`config.mk`:
```
export PLATFORM = sky130hd
export DESIGN_NAME = latch_crossing_sampler
export DESIGN_NICKNAME = d
export VERILOG_FILES = /design/src/rtl/latch_crossing_sampler.sv
export SDC_FILE = /design/constraint.sdc
export NUM_CORES = 1
export LEC_CHECK = 0
export ABC_CLOCK_PERIOD_IN_PS = 1800
export CORE_MARGIN = 3
export CORE_UTILIZATION = 25
export DETAILED_ROUTE_END_ITERATION = 12
export PLACE_DENSITY = 0.46
export SLEW_MARGIN = 0
export SYNTH_ARGS = -nofsm -noshare
export SYNTH_HDL_FRONTEND = slang
export SYNTH_SLANG_ARGS = --single-unit
```
`constraint.sdc`:
```
create_clock -name CLK -period 1.8 [get_ports CLK]
set_input_delay 0.36 -clock CLK [delete_from_list [all_inputs] [get_ports CLK]]
set_output_delay 0.36 -clock CLK [all_outputs]
set_load 0.01 [all_outputs]
```
`src/rtl/latch_crossing_sampler.sv`:
```
// Destination-side sampler for a latch-based crossing register: qualifies a new
// latched value after STABLE equal samples, then hands it over via valid/ack.
module latch_crossing_sampler #(
    parameter int unsigned       width  = 1,
    parameter logic [width-1:0]  init   = '0,
    parameter int unsigned       STABLE = 2
) (
    input  logic             CLK,
    input  logic             RST,
    input  logic [width-1:0] L_IN,
    input  logic             EN_ACK,
    output logic             UPD_VALID,
    output logic [width-1:0] UPD_DATA,
    output logic [width-1:0] D_OUT,
    output logic             GLITCH
);

    localparam logic [3:0] STABLE_C = 4'(STABLE);

    typedef enum logic [1:0] {
        IDLE = 2'd0,
        QUAL = 2'd1,
        PEND = 2'd2
    } state_t;

    state_t           state_q, state_d;
    logic [width-1:0] s0_q;
    logic [width-1:0] cand_q, cand_d;
    logic [width-1:0] dout_q, dout_d;
    logic [3:0]       cnt_q, cnt_d;
    logic [3:0]       cnt_inc;
    logic             valid_q, valid_d;
    logic             glitch_q, glitch_d;

    // A fresh candidate goes straight to PEND when one sample is enough.
    state_t           fresh_state;
    assign fresh_state = (STABLE_C == 4'd1) ? PEND : QUAL;
    assign cnt_inc     = (cnt_q >= STABLE_C) ? cnt_q : cnt_q + 4'd1;

    always_comb begin
        state_d  = state_q;
        cand_d   = cand_q;
        cnt_d    = cnt_q;
        dout_d   = dout_q;
        glitch_d = 1'b0;
        case (state_q)
            IDLE: begin
                if (s0_q != dout_q) begin
                    cand_d  = s0_q;
                    cnt_d   = 4'd1;
                    state_d = fresh_state;
                end
            end
            QUAL: begin
                if (s0_q == cand_q) begin
                    cnt_d = cnt_inc;
                    if (cnt_inc == STABLE_C) state_d = PEND;
                end else begin
                    glitch_d = 1'b1;
                    if (s0_q == dout_q) begin
                        cnt_d   = 4'd0;
                        state_d = IDLE;
                    end else begin
                        cand_d  = s0_q;
                        cnt_d   = 4'd1;
                        state_d = fresh_state;
                    end
                end
            end
            PEND: begin
                // The sampled input is deliberately ignored until the ack.
                if (EN_ACK) begin
                    dout_d  = cand_q;
                    state_d = IDLE;
                end
            end
            default: state_d = IDLE;
        endcase
        valid_d = (state_d == PEND);
    end

    always_ff @(posedge CLK) begin
        if (RST) begin
            s0_q     <= init;
            cand_q   <= init;
            dout_q   <= init;
            cnt_q    <= 4'd0;
            state_q  <= IDLE;
            valid_q  <= 1'b0;
            glitch_q <= 1'b0;
        end else begin
            s0_q     <= L_IN;
            cand_q   <= cand_d;
            dout_q   <= dout_d;
            cnt_q    <= cnt_d;
            state_q  <= state_d;
            valid_q  <= valid_d;
            glitch_q <= glitch_d;
        end
    end

    assign UPD_VALID = valid_q;
    assign UPD_DATA  = cand_q;
    assign D_OUT     = dout_q;
    assign GLITCH    = glitch_q;

endmodule

```
==> impl_metrics.ini <==
[status]
outcome = finished, final reports clean

[sta]
fmax_mhz = 619
finalSetupViolations = 0
min_period_ns = 1.62
max_slew.worst_pin.slew_ns = 0.546
finalHoldViolCount = 0
totalNegativeSetupSlack_ns = 0
timing.hold.ws_ns = 0.529
fin_worst_skew_ns = 0.00336
slew_headroom_pct = 63.1
post-route-period-util_pct = 89.8
final-max-slew-violation-count = 0
setup_repair_after_global_routing_missed_its_margin = no

[power]
p_leak_uw = 0.000282
design_power_total_uw = 516
peakVddDrop_uv = 425
total_power_divided_by_cell_area_nw_per_um2 = 719

[route]
detailedRoute.firstPassIterationCount = 4
total_vias_in_the_final_route = 468
drt-vias-per-instance = 4.73
drt-wirelength-per-cell_um = 10.8
drt_iter0_drc = 11
route.antenna.remaining_nets = 0
routed_wl_um = 1070
post-route-drc-count = 0

[layout]
post_route_cells_drive_above_1_share_pct = 16.9
final_nets = 78
antennaDiodeCount = 0
multi_input_gate_area_um2 = 338
sequential_cell_area_in_the_final_layout_um2 = 221
layout.cells.non_filler = 99
final.fill_count = 247
layout-area-overhead-vs-synth_pct = 16.9
utilization_pct = 31.6

[logic_synthesis]
synth_commonest_cells = 11 x sky130_fd_sc_hd__dfxtp_1, 4 x sky130_fd_sc_hd__a21oi_1, 4 x sky130_fd_sc_hd__nor2_1
synth_enable_flop_cells = 0
synth_nets = 69
synth-seq-cells = 11
yosysTopAreaCellShare_pct = 35.8
ys_warn_count = 0
synth_top_flop_cell = sky130_fd_sc_hd__dfxtp_1
post-synth-top-area-cell = sky130_fd_sc_hd__dfxtp_1
synthCells = 63
most_frequent_cell_after_synthesis = sky130_fd_sc_hd__dfxtp_1
synth.lib_cells_used.distinct = 37
yosysSeqAreaShare_pct = 35.8
postSynthAreaPerCell_um2 = 9.75
async_reset_ff_share_pct = 0
synth.cell_area_um2 = 614
ys_top_cells_by_area = sky130_fd_sc_hd__dfxtp_1 36%, sky130_fd_sc_hd__buf_6 5.5%, sky130_fd_sc_hd__xnor2_4 4.5%

[grt]
gr-usage-all-layers_pct = 7.43
wire_length_of_the_first_global_routing_pass_um = 1790
grt_max_degree = 10
grt_busiest_layer = met2
groute.layer.met3.usage_pct = 4.18
grt_residual_overflow = 0
antenna_found_initial = 0
grt_pass1_vias = 412
grt.met2_usage_pct = 10.6
grtUsageMet1_pct = 9.05

[clock_tree]
cts_tree = done
cts-htree-levels = 1
clk_pin_slew_ns = 0.07
ctsHoldBuffers = 0
worst_skew_pair.late_latency_ns = 0.27
maximum_buffer_depth_of_the_clock_tree = 2
cts-buffers-inserted = 3
cts_root_buf = sky130_fd_sc_hd__clkbuf_4
clock-sinks = 11

[hold_path]
worstHoldPathType = register to register

[critical_path]
timing.critical_path.buf_inv = 1
timing.critical_path.fanout_max = 9
cp.arrival_ns = 1.26
startpoint_class_of_the_critical_path = register
cpLargestDelayFamily = buffers and inverters
worst_path_largest_cell_delay_ns = 0.57
crit_path_cell_trace = clkdlybuf4s50_1
crit_type = register to primary output
cp-end-kind = primary output
critical-path-slowest-cell = sky130_fd_sc_hd__clkdlybuf4s50_1
worstPathRequired_ns = 1.44

[run]
max_cap_viol_count = 0

[floorplan]
die_area_um2 = 3090
initial_utilization_pct = 27.0
fp-row-count = 17
die_h_um = 55.6
i_o_pin_cnt = 8
die_width_um = 55.6
coreArea_um2 = 2280

[placed_design]
place_congestion = 0.729
place.port_buffers = 7
place_inst = 95
post-dp-hpwl_um = 788
[layout make-up]
cell class / instances / share of cell area (%)
clock buffers: 3 / 3.14
clock inverters: 1 / 0.697
inverters: 3 / 1.57
multi-input cells: 44 / 47.0
flip-flops and latches: 11 / 30.8
well taps: 28 / 4.88
repair buffers: 9 / 11.8
[per-layer routing]
| layer | share of wire (%) | wire length, um |
|---|---|---|
| met1 | 51 | 538 |
| met5 | 0 | 0 |
| met2 | 42 | 451 |
| met4 | 1.1 | 12 |
| met3 | 5.8 | 62 |
[kinds of logic (layout without fill, tap and decap cells)]
| logic type | Yosys count | in the layout | share of synthesized area, % |
|---|---|---|---|
| xor+xnor | 3 | 3 | 7.33 |
| mux | 2 | 2 | 3.26 |
| fa+ha+maj | 2 | 2 | 4.07 |
| buf+inv | 8 | 16 | 9.16 |
| flops | 11 | 11 | 35.8 |
| compound gates | 16 | 16 | 19.6 |
| simple gates | 21 | 21 | 20.8 |
[sequential cells by signal (all words and copies together), names as in the netlist]
signal / cells
cnt_q: 4
state_q: 2
D_OUT: 1
GLITCH: 1
UPD_DATA: 1
UPD_VALID: 1
s0_q: 1
[stage by stage]
| stage | setup slack [ns] | area, um^2 |
|---|---|---|
| 3_3_place_gp | 0.246 | 689 |
| 2_1_floorplan | 0.397 | 614 |
| 3_5_place_dp | 0.241 | 689 |
| 5_1_grt | 0.0550 | 718 |
| 6_report | 0.184 | 718 |
| 4_1_cts | 0.0621 | 717 |
[worst reg2reg max path, cell delays in order (launching register included)]
cell                      delay (ns)
sky130_fd_sc_hd__dfxtp_1        0.42
sky130_fd_sc_hd__inv_1          0.06
sky130_fd_sc_hd__ha_1           0.29
sky130_fd_sc_hd__nor4_1         0.28
sky130_fd_sc_hd__nand3_1        0.13
sky130_fd_sc_hd__o41ai_1        0.13
sky130_fd_sc_hd__a31oi_1        0.14
[layout by cell type, fill, tap and decap left out, drive strengths merged, types with 2 or more instances in the layout]
master          n
clkbuf          3
a21oi           4
buf             2
xnor2           2
mux2i           2
dfxtp          11
a21o            2
ha              2
o21ai           2
nor4            3
nor2            4
inv             3
nand2           3
clkdlybuf4s50   7
nor2b           2
[report_power, final]
| group | switching [uW] | total, uW | leakage (uW) | internal, uW |
|---|---|---|---|---|
| Combinational | 36.4 | 80.7 | 0.000174 | 44.2 |
| Sequential | 15.0 | 267 | 0.0000902 | 252 |
| Clock | 86.0 | 168 | 0.0000177 | 82.2 |
| Total | 137 | 516 | 0.000282 | 379 |
[timing repair]
item | 4_1_cts | 5_1_grt
setup buffers | 0 | 0
setup endpoints to repair | 0 | 1
resized for setup | 0 | 1
[final timing paths]
path	start	cells past startpoint	endpoint	slack (ns)
setup / recovery	D_OUT	1	D_OUT	0.18
hold / removal	cnt_q[3]	1	cnt_q[3]	0.53
setup reg to reg	cnt_q[0]	6	state_q[0]	0.22
hold reg to reg	cnt_q[3]	1	cnt_q[3]	0.53
No activity file was read; power rests on OpenSTA's default activity.
